`src/rtl/sb_rx_pkg.sv`:
```
// Shared sideband RX/TX constants and the deserializer state type.
package sb_rx_pkg;

    localparam int SB_PKT_W      = 64;
    localparam int SB_GAP_CYCLES = 32;

    typedef enum logic [1:0] {
        IDLE  = 2'd0,
        SHIFT = 2'd1,
        GAP   = 2'd2
    } sb_rx_state_e;

endpackage

```
`src/rtl/sb_rx_deserializer_if.sv`:
```
// Bus between the SB RX front-end (master) and the deserializer (slave).
interface sb_rx_deserializer_if #(
    parameter int DATA_W = sb_rx_pkg::SB_PKT_W
);

    logic              i_rxcksb_en;
    logic              i_rxdatasb;
    logic [DATA_W-1:0] o_packet;
    logic              o_packet_valid;
    logic              o_deser_done;
    logic              o_err_short;
    logic              o_err_gap;
    logic              o_busy;

    modport master (
        output i_rxcksb_en, i_rxdatasb,
        input  o_packet, o_packet_valid, o_deser_done, o_err_short, o_err_gap, o_busy
    );

    modport slave (
        input  i_rxcksb_en, i_rxdatasb,
        output o_packet, o_packet_valid, o_deser_done, o_err_short, o_err_gap, o_busy
    );

endinterface

```
`src/rtl/sb_rx_shift_reg.sv`:
```
// LSB-first shift register with saturating bit counter; o_last flags the shift
// that captures bit DATA_W-1.
module sb_rx_shift_reg
    import sb_rx_pkg::*;
#(
    parameter int DATA_W = SB_PKT_W
) (
    input  logic              clk,
    input  logic              rst,
    input  logic              start,
    input  logic              shift,
    input  logic              drop,
    input  logic              bit_in,
    output logic [DATA_W-1:0] o_word,
    output logic              o_last
);

    localparam int              CW      = $clog2(DATA_W + 1);
    localparam logic [CW-1:0]   CNT_MAX = CW'(DATA_W);

    logic [DATA_W-1:0] data_q, data_d;
    logic [CW-1:0]     cnt_q, cnt_d;

    // New bits enter at the MSB, so after DATA_W shifts bit k sits at index k.
    always_comb begin
        o_word = shift ? {bit_in, data_q[DATA_W-1:1]} : data_q;
        o_last = shift && (cnt_q == CNT_MAX - 1'b1);
        data_d = o_word;
        cnt_d  = cnt_q;
        if (start) begin
            data_d = {bit_in, {(DATA_W-1){1'b0}}};
            cnt_d  = CW'(1);
        end else if (drop) begin
            data_d = '0;
            cnt_d  = '0;
        end else if (shift && cnt_q != CNT_MAX) begin
            cnt_d = cnt_q + 1'b1;
        end
    end

    always_ff @(posedge clk) begin
        if (rst) begin
            data_q <= '0;
            cnt_q  <= '0;
        end else begin
            data_q <= data_d;
            cnt_q  <= cnt_d;
        end
    end

endmodule

```
`src/rtl/sb_rx_deserializer.sv`:
```
// Sideband RX deserializer: rebuilds 64-bit bursts and enforces the idle gap.
// Gap checking is enabled by defining SB_RX_GAP_CHECK_EN.
module sb_rx_deserializer
    import sb_rx_pkg::*;
#(
    parameter int DATA_W     = SB_PKT_W,
    parameter int GAP_CYCLES = SB_GAP_CYCLES
) (
    input  logic                 i_pll_clk,
    input  logic                 i_rst,
    sb_rx_deserializer_if.slave  sb_if
);

    sb_rx_state_e      state_q, state_d;
    logic [DATA_W-1:0] packet_q, packet_d;
    logic              valid_q, valid_d;
    logic              done_q, done_d;
    logic              short_q, short_d;
    logic              gerr_q, gerr_d;
    logic              sr_start, sr_shift, sr_drop, sr_last;
    logic [DATA_W-1:0] sr_word;

`ifdef SB_RX_GAP_CHECK_EN
    localparam int            GW      = $clog2(GAP_CYCLES + 1);
    localparam logic [GW-1:0] GAP_MAX = GW'(GAP_CYCLES);
    logic [GW-1:0] gap_q, gap_d;
`endif

    sb_rx_shift_reg #(.DATA_W(DATA_W)) u_shift (
        .clk    (i_pll_clk),
        .rst    (i_rst),
        .start  (sr_start),
        .shift  (sr_shift),
        .drop   (sr_drop),
        .bit_in (sb_if.i_rxdatasb),
        .o_word (sr_word),
        .o_last (sr_last)
    );

    always_comb begin
        state_d  = state_q;
        packet_d = packet_q;
        valid_d  = 1'b0;
        done_d   = 1'b0;
        short_d  = 1'b0;
        gerr_d   = 1'b0;
        sr_start = 1'b0;
        sr_shift = 1'b0;
        sr_drop  = 1'b0;
`ifdef SB_RX_GAP_CHECK_EN
        gap_d    = gap_q;
`endif
        case (state_q)
            IDLE: begin
                if (sb_if.i_rxcksb_en) begin
                    sr_start = 1'b1;
                    state_d  = SHIFT;
                end
            end
            SHIFT: begin
                if (sb_if.i_rxcksb_en) begin
                    sr_shift = 1'b1;
                    if (sr_last) begin
                        done_d = 1'b1;
`ifdef SB_RX_GAP_CHECK_EN
                        state_d = GAP;
                        gap_d   = '0;
`else
                        packet_d = sr_word;
                        valid_d  = 1'b1;
                        state_d  = IDLE;
`endif
                    end
                end else begin
                    short_d = 1'b1;
                    sr_drop = 1'b1;
                    state_d = IDLE;
                end
            end
`ifdef SB_RX_GAP_CHECK_EN
            // A bit arriving on the delivery cycle is a legal start of the next burst.
            GAP: begin
                if (gap_q == GAP_MAX) begin
                    packet_d = sr_word;
                    valid_d  = 1'b1;
                    state_d  = IDLE;
                    if (sb_if.i_rxcksb_en) begin
                        sr_start = 1'b1;
                        state_d  = SHIFT;
                    end
                end else if (sb_if.i_rxcksb_en) begin
                    gerr_d   = 1'b1;
                    sr_start = 1'b1;
                    state_d  = SHIFT;
                end else begin
                    gap_d = gap_q + 1'b1;
                end
            end
`endif
            default: state_d = IDLE;
        endcase
    end

    always_ff @(posedge i_pll_clk) begin
        if (i_rst) begin
            state_q  <= IDLE;
            packet_q <= '0;
            valid_q  <= 1'b0;
            done_q   <= 1'b0;
            short_q  <= 1'b0;
            gerr_q   <= 1'b0;
`ifdef SB_RX_GAP_CHECK_EN
            gap_q    <= '0;
`endif
        end else begin
            state_q  <= state_d;
            packet_q <= packet_d;
            valid_q  <= valid_d;
            done_q   <= done_d;
            short_q  <= short_d;
            gerr_q   <= gerr_d;
`ifdef SB_RX_GAP_CHECK_EN
            gap_q    <= gap_d;
`endif
        end
    end

    assign sb_if.o_packet       = packet_q;
    assign sb_if.o_packet_valid = valid_q;
    assign sb_if.o_deser_done   = done_q;
    assign sb_if.o_err_short    = short_q;
    assign sb_if.o_err_gap      = gerr_q;
    assign sb_if.o_busy         = (state_q != IDLE);

endmodule

```
`src/flat_wrapper.sv`:
```
// flat-port wrapper written by rule: the top's interface ports become plain ports
module sb_rx_deserializer_flat import sb_rx_pkg::*;
#(
    parameter int DATA_W     = SB_PKT_W,
    parameter int GAP_CYCLES = SB_GAP_CYCLES
)
  (i_pll_clk, i_rst, sb_if_i_rxcksb_en, sb_if_i_rxdatasb, sb_if_o_packet, sb_if_o_packet_valid, sb_if_o_deser_done, sb_if_o_err_short, sb_if_o_err_gap, sb_if_o_busy);
  sb_rx_deserializer_if #(.DATA_W(DATA_W)) sb_if_i ();
  input  logic i_pll_clk;
  input  logic i_rst;
  input wire logic [$bits(sb_if_i.i_rxcksb_en)-1:0] sb_if_i_rxcksb_en;
  input wire logic [$bits(sb_if_i.i_rxdatasb)-1:0] sb_if_i_rxdatasb;
  output wire logic [$bits(sb_if_i.o_packet)-1:0] sb_if_o_packet;
  output wire logic [$bits(sb_if_i.o_packet_valid)-1:0] sb_if_o_packet_valid;
  output wire logic [$bits(sb_if_i.o_deser_done)-1:0] sb_if_o_deser_done;
  output wire logic [$bits(sb_if_i.o_err_short)-1:0] sb_if_o_err_short;
  output wire logic [$bits(sb_if_i.o_err_gap)-1:0] sb_if_o_err_gap;
  output wire logic [$bits(sb_if_i.o_busy)-1:0] sb_if_o_busy;
  assign sb_if_i.i_rxcksb_en = sb_if_i_rxcksb_en;
  assign sb_if_i.i_rxdatasb = sb_if_i_rxdatasb;
  assign sb_if_o_packet = sb_if_i.o_packet;
  assign sb_if_o_packet_valid = sb_if_i.o_packet_valid;
  assign sb_if_o_deser_done = sb_if_i.o_deser_done;
  assign sb_if_o_err_short = sb_if_i.o_err_short;
  assign sb_if_o_err_gap = sb_if_i.o_err_gap;
  assign sb_if_o_busy = sb_if_i.o_busy;
  sb_rx_deserializer #(.DATA_W(DATA_W), .GAP_CYCLES(GAP_CYCLES)) u_core (.i_pll_clk(i_pll_clk), .i_rst(i_rst), .sb_if(sb_if_i));
endmodule
```
`config.mk`:
```
export PLATFORM = sky130hd
export DESIGN_NAME = sb_rx_deserializer_flat
export DESIGN_NICKNAME = d
export VERILOG_FILES = /design/src/rtl/sb_rx_pkg.sv /design/src/rtl/sb_rx_deserializer_if.sv /design/src/rtl/sb_rx_shift_reg.sv /design/src/rtl/sb_rx_deserializer.sv /design/src/flat_wrapper.sv
export SDC_FILE = /design/constraint.sdc
export NUM_CORES = 1
export LEC_CHECK = 0
export ABC_AREA = 1
export BUFFER_PORTS_ARGS = -buffer_cell sky130_fd_sc_hd__buf_4
export CAP_MARGIN = 20
export CELL_PAD_IN_SITES_DETAIL_PLACEMENT = 1
export CELL_PAD_IN_SITES_GLOBAL_PLACEMENT = 1
export CORE_MARGIN = 3
export CORE_UTILIZATION = 44
export CTS_CLUSTER_SIZE = 28
export DETAILED_ROUTE_END_ITERATION = 16
export HOLD_SLACK_MARGIN = 0.12
export PLACE_DENSITY = 0.94
export SETUP_SLACK_MARGIN = 0.3
export SYNTH_ARGS = -nofsm -noshare
export SYNTH_HDL_FRONTEND = slang
export SYNTH_HIERARCHICAL = 1
export SYNTH_SLANG_ARGS = --single-unit
```
`constraint.sdc`:
```
create_clock -name i_pll_clk -period 4.05 [get_ports i_pll_clk]
set_input_delay 0.81 -clock i_pll_clk [delete_from_list [all_inputs] [get_ports i_pll_clk]]
set_output_delay 0.81 -clock i_pll_clk [all_outputs]
set_load 0.02 [all_outputs]
```
=== Word level (Yosys, flattened, before mapping) ===
Cells that the tools add are included.

* Input port bits: 4
* Output and inout bits: 69
* Logic and storage cells: 41
* Register bits: 139

* Reduce and logical (&&, ||, !) cells: 9
* $add $sub $neg: 1
* Mux-type cells: 16
* Equal/unequal tests: 5
* Bitwise logic cells: 2

{| class="wikitable"
|+ Operators by type and width
! kind !! count
|-
| 2-to-1 mux 64 bit || 3
|-
| 2-to-1 mux 1 bit || 9
|-
| adder 7 x 1 -> 7 bit (second input constant) || 1
|-
| == test 7 x 6 -> 1 bit (second input constant) || 1
|-
| != test 7 bit (second input constant) || 1
|-
| 2-to-1 mux 2 bit || 3
|-
| OR reduction 3 bit || 2
|-
| case mux 2 bit (2 select lines) || 1
|-
| != test 3 x 2 -> 1 bit (second input constant) || 1
|-
| AND reduction 3 bit || 1
|-
| nonzero test 3 bit || 1
|-
| == test 2 x 1 -> 1 bit (second input constant) || 1
|-
| logical AND 1 bit || 2
|-
| logical NOT 2 bit || 1
|-
| != test 2 bit (second input constant) || 1
|-
| NOT 1 bit || 2
|-
| AND reduction 2 bit || 1
|-
| nonzero test 2 bit || 1
|}

=== Depth between registers and ports, before layout ===
Gate-level depths: netlist (run 1).

* Depth in word-level cells: 6
* Mapped depth: 12

=== Hierarchy ===
The synthesis (run 1) kept the hierarchy.

{| class="wikitable"
|+ By module, submodules not included
! module !! cells each !! area each (µm²) !! instances
|-
| sb_rx_shift_reg || 467 || 3,180.6 || 1
|-
| sb_rx_deserializer || 421 || 2,736.4 || 1
|}

=== Worst setup path after synthesis (run 1) ===
OpenSTA, ideal clock, no wires.

* Kind: input to register
* Start point: input sb_if_i_rxcksb_en
* End point: register u_core.packet_q[63], in the netlist u_core/sb_if.o_packet[63]
* Path slack: 1.866 ns
* Setup time: 0.113 ns
* Arrival time: 2.071 ns
* Stages: 11
* Buffers on the path: 4
* Data required time: 3.937 ns
* Cells stage by stage: nand2_1 inv_1 buf_4 buf_6 nand2_1 nor3_1 nand3_1 buf_4 buf_2 nor2_1 nor2_1

* Cells in the longest elaborated chain, start to end: 4
* Elaborated cells on any way between the ends: 5

{| class="wikitable"
|+ Ends and longest elaborated chain
! item !! line !! RTL
|-
| from (decl) || flat_wrapper.sv:11 || <nowiki>input wire logic [$bits(sb_if_i.i_rxcksb_en)-1:0] sb_if_i_rxcksb_en;</nowiki>
|-
| 2-to-1 mux 1 bit || sb_rx_deserializer.sv:61 || <nowiki>if (sb_if.i_rxcksb_en) begin</nowiki>
|-
| 2-to-1 mux 1 bit || sb_rx_deserializer.sv:53 || <nowiki>case (state_q)</nowiki>
|-
| named net u_core.sr_shift || sb_rx_deserializer.sv:20 || <nowiki>logic sr_start, sr_shift, sr_drop, sr_last;</nowiki>
|-
| logical AND 1 bit || sb_rx_shift_reg.sv:27 || <nowiki>o_last = shift && (cnt_q == CNT_MAX - 1'b1);</nowiki>
|-
| named net u_core.sr_last || sb_rx_deserializer.sv:20 ||
|-
| AND reduction 3 bit (no source line) || - ||
|-
| to (signal assigned) || sb_rx_deserializer.sv:117 || <nowiki>packet_q <= packet_d;</nowiki>
|-
| to (decl) || sb_rx_deserializer.sv:15 || <nowiki>logic [DATA_W-1:0] packet_q, packet_d;</nowiki>
|}

The timed path passes the listed nets, and every way through them passes these cells.
A chain may end at the register's enable or synchronous reset.

=== Final worst setup path (run 1) ===
* Start point: register u_core.u_shift.cnt_q[1]
* End point: register u_core.packet_q[21], in the netlist u_core/sb_if.o_packet[21]

* Cells in the longest elaborated chain, start to end: 3

{| class="wikitable"
|+ Ends and longest elaborated chain
! item !! line !! RTL
|-
| from (decl) || sb_rx_shift_reg.sv:22 || <nowiki>logic [CW-1:0] cnt_q, cnt_d;</nowiki>
|-
| from (signal assigned) || sb_rx_shift_reg.sv:47 || <nowiki>cnt_q <= cnt_d;</nowiki>
|-
| == test 7 x 6 -> 1 bit || sb_rx_shift_reg.sv:27 ||
|-
| logical AND 1 bit || sb_rx_shift_reg.sv:27 ||
|-
| named net u_core.sr_last || sb_rx_deserializer.sv:20 ||
|-
| AND reduction 3 bit (no source line) || - ||
|}

The timed path passes the listed nets, and every way through them passes these cells.

==> flow_metrics.py, run 1 <==
metrics = {
    "drt": {
        "drtIter0Drc": 224,
        "drc": 0,
        "drt_pass1_iterations": 4,
        "drt-total-wl_um": 13600,
        "dr_total_vias": 5119,
        "postRouteAntennaNets": 0,
        "vias_per_cell": 4.55,
        "routedWlPerCell_um": 12.1,
    },
    "power": {
        "p_seq_frac": 0.477,
        "p_leak_nw": 3.79,
        "p_comb_frac": 0.049,
        "powerDensity_mw_per_mm2": 417,
        "pwr-share-clk": 0.474,
        "p_int_mw": 2.26,
        "p_total_mw": 2.91,
        "p_sw_mw": 0.649,
        "switching_share": 0.223,
        "vdd_drop_max_uv": 534,
    },
    "worst_setup_path": {
        "r2r-end": "u_core/sb_if.o_packet[21]",
        "r2r-start": "u_core/u_shift/cnt_q[1]",
        "required_ns": 4.35,
        "critPathLaunchType": "flop",
        "critPathMaxFanout": 74,
        "worstPathArrival_ns": 3.06,
        "reg2reg_slack_ns": 1.30,
        "worstSetupPathType": "reg2reg",
        "ff2ff_path_depth": 7,
        "end_kind": "flop",
    },
    "floorplanning": {
        "dieArea_mm2": 0.0149,
        "fp-row-count": 41,
        "ios": 73,
        "die_w_um": 122,
        "coreArea_mm2": 0.0129,
        "die_h_um": 122,
        "start_util": 0.460,
    },
    "clocking": {
        "cts_made_buffers": 17,
        "cts_num_sinks": 138,
        "root_buffer": "clkbuf_16",
        "postCtsResizedCells": 0,
        "cts.reportedPaths.clkPinSlew_ns": 0.06,
        "cts_buffer_depth": 2,
        "clk_latency_ns": 0.41,
        "cts_tree": "built",
        "cts_setup_buffers": 0,
        "htreeDepth": 4,
        "hold_buffers": 0,
    },
    "place": {
        "gp_congestion": 0.727,
        "dp_cells": 1092,
        "dp_slack_ns": 0.980,
        "dp.final_hpwl_um": 8360,
        "port_buffers": 71,
    },
    "outcome": {
        "status": "finished, final reports clean",
    },
    "layout": {
        "drive_gt1_frac": 0.134,
        "num_antenna_cells": 0,
        "area.growth.synth_to_final_pct": 18.1,
        "fin_cells": 1124,
        "final_cell_mix": "nand2_1, inv_1, nor2_1",
        "nets": 946,
        "layout_commonest_cell": "nand2_1",
    },
    "global_route": {
        "grt_pass1_vias": 5227,
        "grt_pass1_wl_um": 23500,
        "grt_max_degree": 135,
        "grt.total_usage": 0.196,
        "antenna_found_initial": 0,
        "gr-total-overflow": 0,
    },
    "timing": {
        "skew_ns": 0.00944,
        "slew_headroom": 0.464,
        "setup_slack_ns": 1.30,
        "worstMarginPinSlew_ns": 0.803,
        "rsz0062_at_grt": "no",
        "fin_crit_sh": 0.680,
        "clock.fmax_mhz": 363,
        "drv_slew": 0,
        "whs_ns": 0.516,
        "setup_viol": 0,
        "tns_ns": 0,
        "fin_crit_ns": 2.75,
        "hold_violations": 0,
    },
    "worst_hold_path": {
        "min_to": "u_core/sb_if.o_packet[34]",
        "holdCritPathClass": "reg2reg",
        "worstHoldStart": "u_core/sb_if.o_packet[34]",
        "holdPathStages": 4,
    },
    "yosys": {
        "synth_compound_area_frac": 0.0605,
        "ys_warn_count": 6,
        "yosysUniqueCellTypes": 25,
        "synth_fp_nets": 894,
        "synth_top_family_by_area": "simple AND/OR/NAND/NOR gates",
        "ys_seq_area_frac": 0.467,
        "synth_xor_area_frac": 0.00444,
        "muxShareOfSynthArea": 0,
        "synth_fa_ha_area_frac": 0.00423,
        "yosys.area_share.simple": 0.285,
        "postSynthCellCount": 888,
        "postSynthAreaPerCell_um2": 6.66,
        "netlist_area_mm2": 0.00592,
        "ys_ff_latch": 138,
    },
    "job": {
        "max-cap-violations": 0,
    },
}
[cells in the mapped netlist, drive strengths merged]
library cell  count  share of area
clkbuf           17          0.011
nand3             7         0.0068
ha                2         0.0042
nor2            206           0.14
inv             202           0.13
xor2              1         0.0015
nor3              5         0.0051
xnor2             2         0.0030
nand2           206           0.13
buf              27          0.039
a21oi             4         0.0034
conb              1        0.00063
nand4             2         0.0021
a211oi            1         0.0013
o21ai            66          0.056
or2               1         0.0011
dfxtp           138           0.47
[power by group through the flow]
stage / logic, mW / clock network (mW) / registers, mW
2_1_floorplan: 0.113 / 0 / 1.41
3_3_place_gp: 0.131 / 0 / 1.42
3_5_place_dp: 0.139 / 0 / 1.42
4_1_cts: 0.144 / 1.42 / 1.39
5_1_grt: 0.165 / 1.47 / 1.39
6_report: 0.143 / 1.38 / 1.39
[per-layer routing]
layer / vias to the layer above / track usage / part of all wire
met3: 14 / 0.0580 / 0.040
met4: 0 / 0.0616 / 0.011
met1: 2383 / 0.221 / 0.44
met5: - / 0 / 0
li1: 2641 / - / -
met2: 81 / 0.354 / 0.51
[kinds of logic (layout without fill, tap and decap cells)]
group | Yosys count | after routing
compound gates | 71 | 71
xor+xnor | 3 | 3
fa+ha+maj | 2 | 2
buf+inv | 246 | 310
flops | 138 | 138
other cells | 1 | 1
simple gates | 427 | 427
[area by class of cell]
type / count / area [um^2]
fill: 1685 / 5890
multi-input combinational: 504 / 2110
tap: 172 / 215
timing repair buffer: 77 / 616
clock inverter: 2 / 10.0
inverter: 202 / 759
clock buffer: 29 / 510
sequential: 138 / 2760
[sequential cells by signal (all words and copies together) (netlist names)]
register,cells
u_core/sb_if.o_deser_done,1
u_core/sb_if.o_err_short,1
u_core/sb_if.o_packet,64
u_core/state_q,1
u_core/u_shift/cnt_q,7
u_core/u_shift/data_q,64
[critical path, stage by stage (launching register included)]
cell and delay, ns:
dfxtp_1 0.39, ha_1 0.24, nand4_1 0.19, nor3_1 0.43
nand3_4 0.67, buf_12 0.45, nor2_1 0.15, nor2_1 0.07
[stage by stage]
step / utilization / area, um^2
3_3_place_gp: 0.499 / 6430
2_1_floorplan: - / 5920
5_1_grt: 0.543 / 6990
3_5_place_dp: 0.501 / 6450
4_1_cts: 0.541 / 6970
6_report: 0.543 / 6990
[how the worst max path moves through the flow]
stage,cells past startpoint,slack (ns),to,start
finish,7,1.30,u_core/sb_if.o_packet[21],u_core/u_shift/cnt_q[1]
global route,8,1.01,u_core/sb_if.o_packet[45],u_core/u_shift/cnt_q[1]
CTS,8,1.28,u_core/sb_if.o_packet[41],u_core/u_shift/cnt_q[1]
detailed placement,9,0.98,u_core/sb_if.o_packet[41],sb_if_i_rxcksb_en
global placement,9,1.09,u_core/sb_if.o_packet[22],sb_if_i_rxcksb_en
floorplan,11,1.87,u_core/sb_if.o_packet[63],sb_if_i_rxcksb_en
No activity file was read; power rests on OpenSTA's default activity.
==> run 2, diff against run 1 <==
--- a/config.mk
+++ b/config.mk
@@ -11,11 +11,11 @@
 export CELL_PAD_IN_SITES_DETAIL_PLACEMENT = 1
 export CELL_PAD_IN_SITES_GLOBAL_PLACEMENT = 1
 export CORE_MARGIN = 3
-export CORE_UTILIZATION = 44
+export CORE_UTILIZATION = 41
 export CTS_CLUSTER_SIZE = 28
 export DETAILED_ROUTE_END_ITERATION = 16
 export HOLD_SLACK_MARGIN = 0.12
-export PLACE_DENSITY = 0.94
+export PLACE_DENSITY = 0.89
 export SETUP_SLACK_MARGIN = 0.3
 export SYNTH_ARGS = -nofsm -noshare
 export SYNTH_HDL_FRONTEND = slang
==> constraint.sdc (replaced) <==
create_clock -name i_pll_clk -period 2.76 [get_ports i_pll_clk]
set_input_delay 0.552 -clock i_pll_clk [delete_from_list [all_inputs] [get_ports i_pll_clk]]
set_output_delay 0.552 -clock i_pll_clk [all_outputs]
set_load 0.02 [all_outputs]
==> run 2 against run 1 <==
- combinational power is 45% higher
- global-route usage is 2.2 points lower
- clock power is 47% higher
- via count is 1.3% lower
- final area hardly changed
- register-to-register slack worse by 0.63 ns
- power is 47% higher
- clock skew is 0.0032 ns lower
- highest routed layer unchanged
==> flow_metrics.py, run 2 (same netlist as run 1, synthesis figures left out) <==
metrics = {
    "floorplanning": {
        "coreArea_mm2": 0.0140,
        "die_h_um": 126,
        "die_w_um": 126,
        "dieArea_mm2": 0.0159,
        "start_util": 0.423,
        "fp-row-count": 43,
        "ios": 73,
    },
    "clocking": {
        "hold_buffers": 0,
        "cts_made_buffers": 17,
        "cts_buffer_depth": 2,
        "cts_num_sinks": 138,
        "cts_setup_buffers": 0,
        "htreeDepth": 4,
        "cts.reportedPaths.clkPinSlew_ns": 0.06,
        "clk_latency_ns": 0.42,
        "postCtsResizedCells": 0,
        "root_buffer": "clkbuf_16",
        "cts_tree": "built",
    },
    "worst_setup_path": {
        "worstSetupPathType": "reg2reg",
        "critPathLaunchType": "flop",
        "ff2ff_path_depth": 8,
        "r2r-end": "u_core/sb_if.o_packet[63]",
        "worstPathArrival_ns": 2.40,
        "critPathMaxFanout": 67,
        "end_kind": "flop",
        "reg2reg_slack_ns": 0.66,
        "required_ns": 3.06,
        "crit_end": "u_core/sb_if.o_packet[63]",
        "r2r-start": "u_core/state_q[0]",
        "crit_start": "u_core/state_q[0]",
    },
    "layout": {
        "layout_commonest_cell": "nand2_1",
        "num_antenna_cells": 0,
        "area.growth.synth_to_final_pct": 18.1,
        "nets": 946,
        "fin_cells": 1131,
        "final_area_mm2": 0.00699,
        "drive_gt1_frac": 0.136,
        "final_cell_mix": "nand2_1, inv_1, nor2_1",
    },
    "power": {
        "p_total_mw": 4.27,
        "p_leak_nw": 3.79,
        "vdd_drop_max_uv": 364,
        "powerDensity_mw_per_mm2": 612,
    },
    "timing": {
        "skew_ns": 0.00628,
        "tns_ns": 0,
        "worstMarginPinSlew_ns": 0.678,
        "rsz0062_at_grt": "no",
        "drv_slew": 0,
        "hold_violations": 0,
        "slew_headroom": 0.548,
        "setup_viol": 0,
        "clock.fmax_mhz": 477,
        "fin_crit_ns": 2.10,
        "setup_slack_ns": 0.664,
        "fin_crit_sh": 0.760,
    },
    "drt": {
        "drt_pass1_iterations": 4,
        "postRouteAntennaNets": 0,
        "routedWlPerCell_um": 11.3,
        "dr_total_vias": 5050,
        "drc": 0,
        "drtIter0Drc": 206,
        "vias_per_cell": 4.47,
        "drt-total-wl_um": 12800,
    },
    "job": {
        "max-cap-violations": 0,
    },
    "place": {
        "dpl-instance-area_mm2": 0.00646,
        "port_buffers": 71,
        "dp_slack_ns": 0.528,
        "dp.final_hpwl_um": 8000,
        "gp_congestion": 0.728,
        "dp_cells": 1101,
    },
    "global_route": {
        "grt_pass1_vias": 5368,
        "gr-total-overflow": 0,
        "grt.total_usage": 0.174,
        "antenna_found_initial": 0,
        "grt_pass1_wl_um": 23000,
        "grt_max_degree": 135,
    },
    "outcome": {
        "status": "finished, final reports clean",
    },
    "worst_hold_path": {
        "holdPathStages": 2,
        "holdCritPathClass": "in2reg",
    },
}
[run 2: routing by layer]
layer  global-route usage  part of all wire
met1                0.193              0.45
met2                0.315              0.49
met3               0.0411             0.035
met4               0.0757             0.019
met5                    0                 0
[run 2: worst max-delay path: stages (launching register included)]
cell and delay (ns):
dfxtp_1 0.50, nand2_1 0.11, clkinv_2 0.09, nand2_1 0.08, nor3_1 0.43, nand3_4 0.11, buf_4 0.33, nor2_1 0.24
nor2_1 0.08
[run 2: worst min-delay path by stage]
stage	from	endpoint	slack [ns]
2_1_floorplan	u_core/u_shift/cnt_q[6]	u_core/u_shift/cnt_q[6]	0.48
3_3_place_gp	u_core/u_shift/cnt_q[6]	u_core/u_shift/cnt_q[6]	0.50
3_5_place_dp	u_core/sb_if.o_packet[60]	u_core/sb_if.o_packet[60]	0.51
4_1_cts	sb_if_i_rxcksb_en	u_core/sb_if.o_err_short	0.34
5_1_grt	sb_if_i_rxcksb_en	u_core/sb_if.o_err_short	0.34
6_report	sb_if_i_rxcksb_en	u_core/sb_if.o_err_short	0.36
[run 2: layout make-up]
cell class | count | area [um^2]
inverter | 202 | 759
timing repair buffer | 77 | 603
tap | 180 | 225
clock inverter | 2 | 10.0
multi-input combinational | 504 | 2110
clock buffer | 28 | 517
sequential | 138 | 2760
fill | 1878 | 7000
[run 2: through the flow]
step / utilization / hold slack [ns]
6_report: 0.500 / 0.357
5_1_grt: 0.500 / 0.342
4_1_cts: 0.500 / 0.337
3_5_place_dp: 0.462 / 0.508
3_3_place_gp: 0.462 / 0.497
2_1_floorplan: - / 0.482
[run 2: power by group]
| part | internal (mW) | leakage [nW] | switching, mW |
|---|---|---|---|
| logic | 0.0599 | 2.41 | 0.147 |
| registers | 2.02 | 1.12 | 0.0153 |
| clock network | 1.25 | 0.260 | 0.775 |
| total | 3.34 | 3.79 | 0.938 |
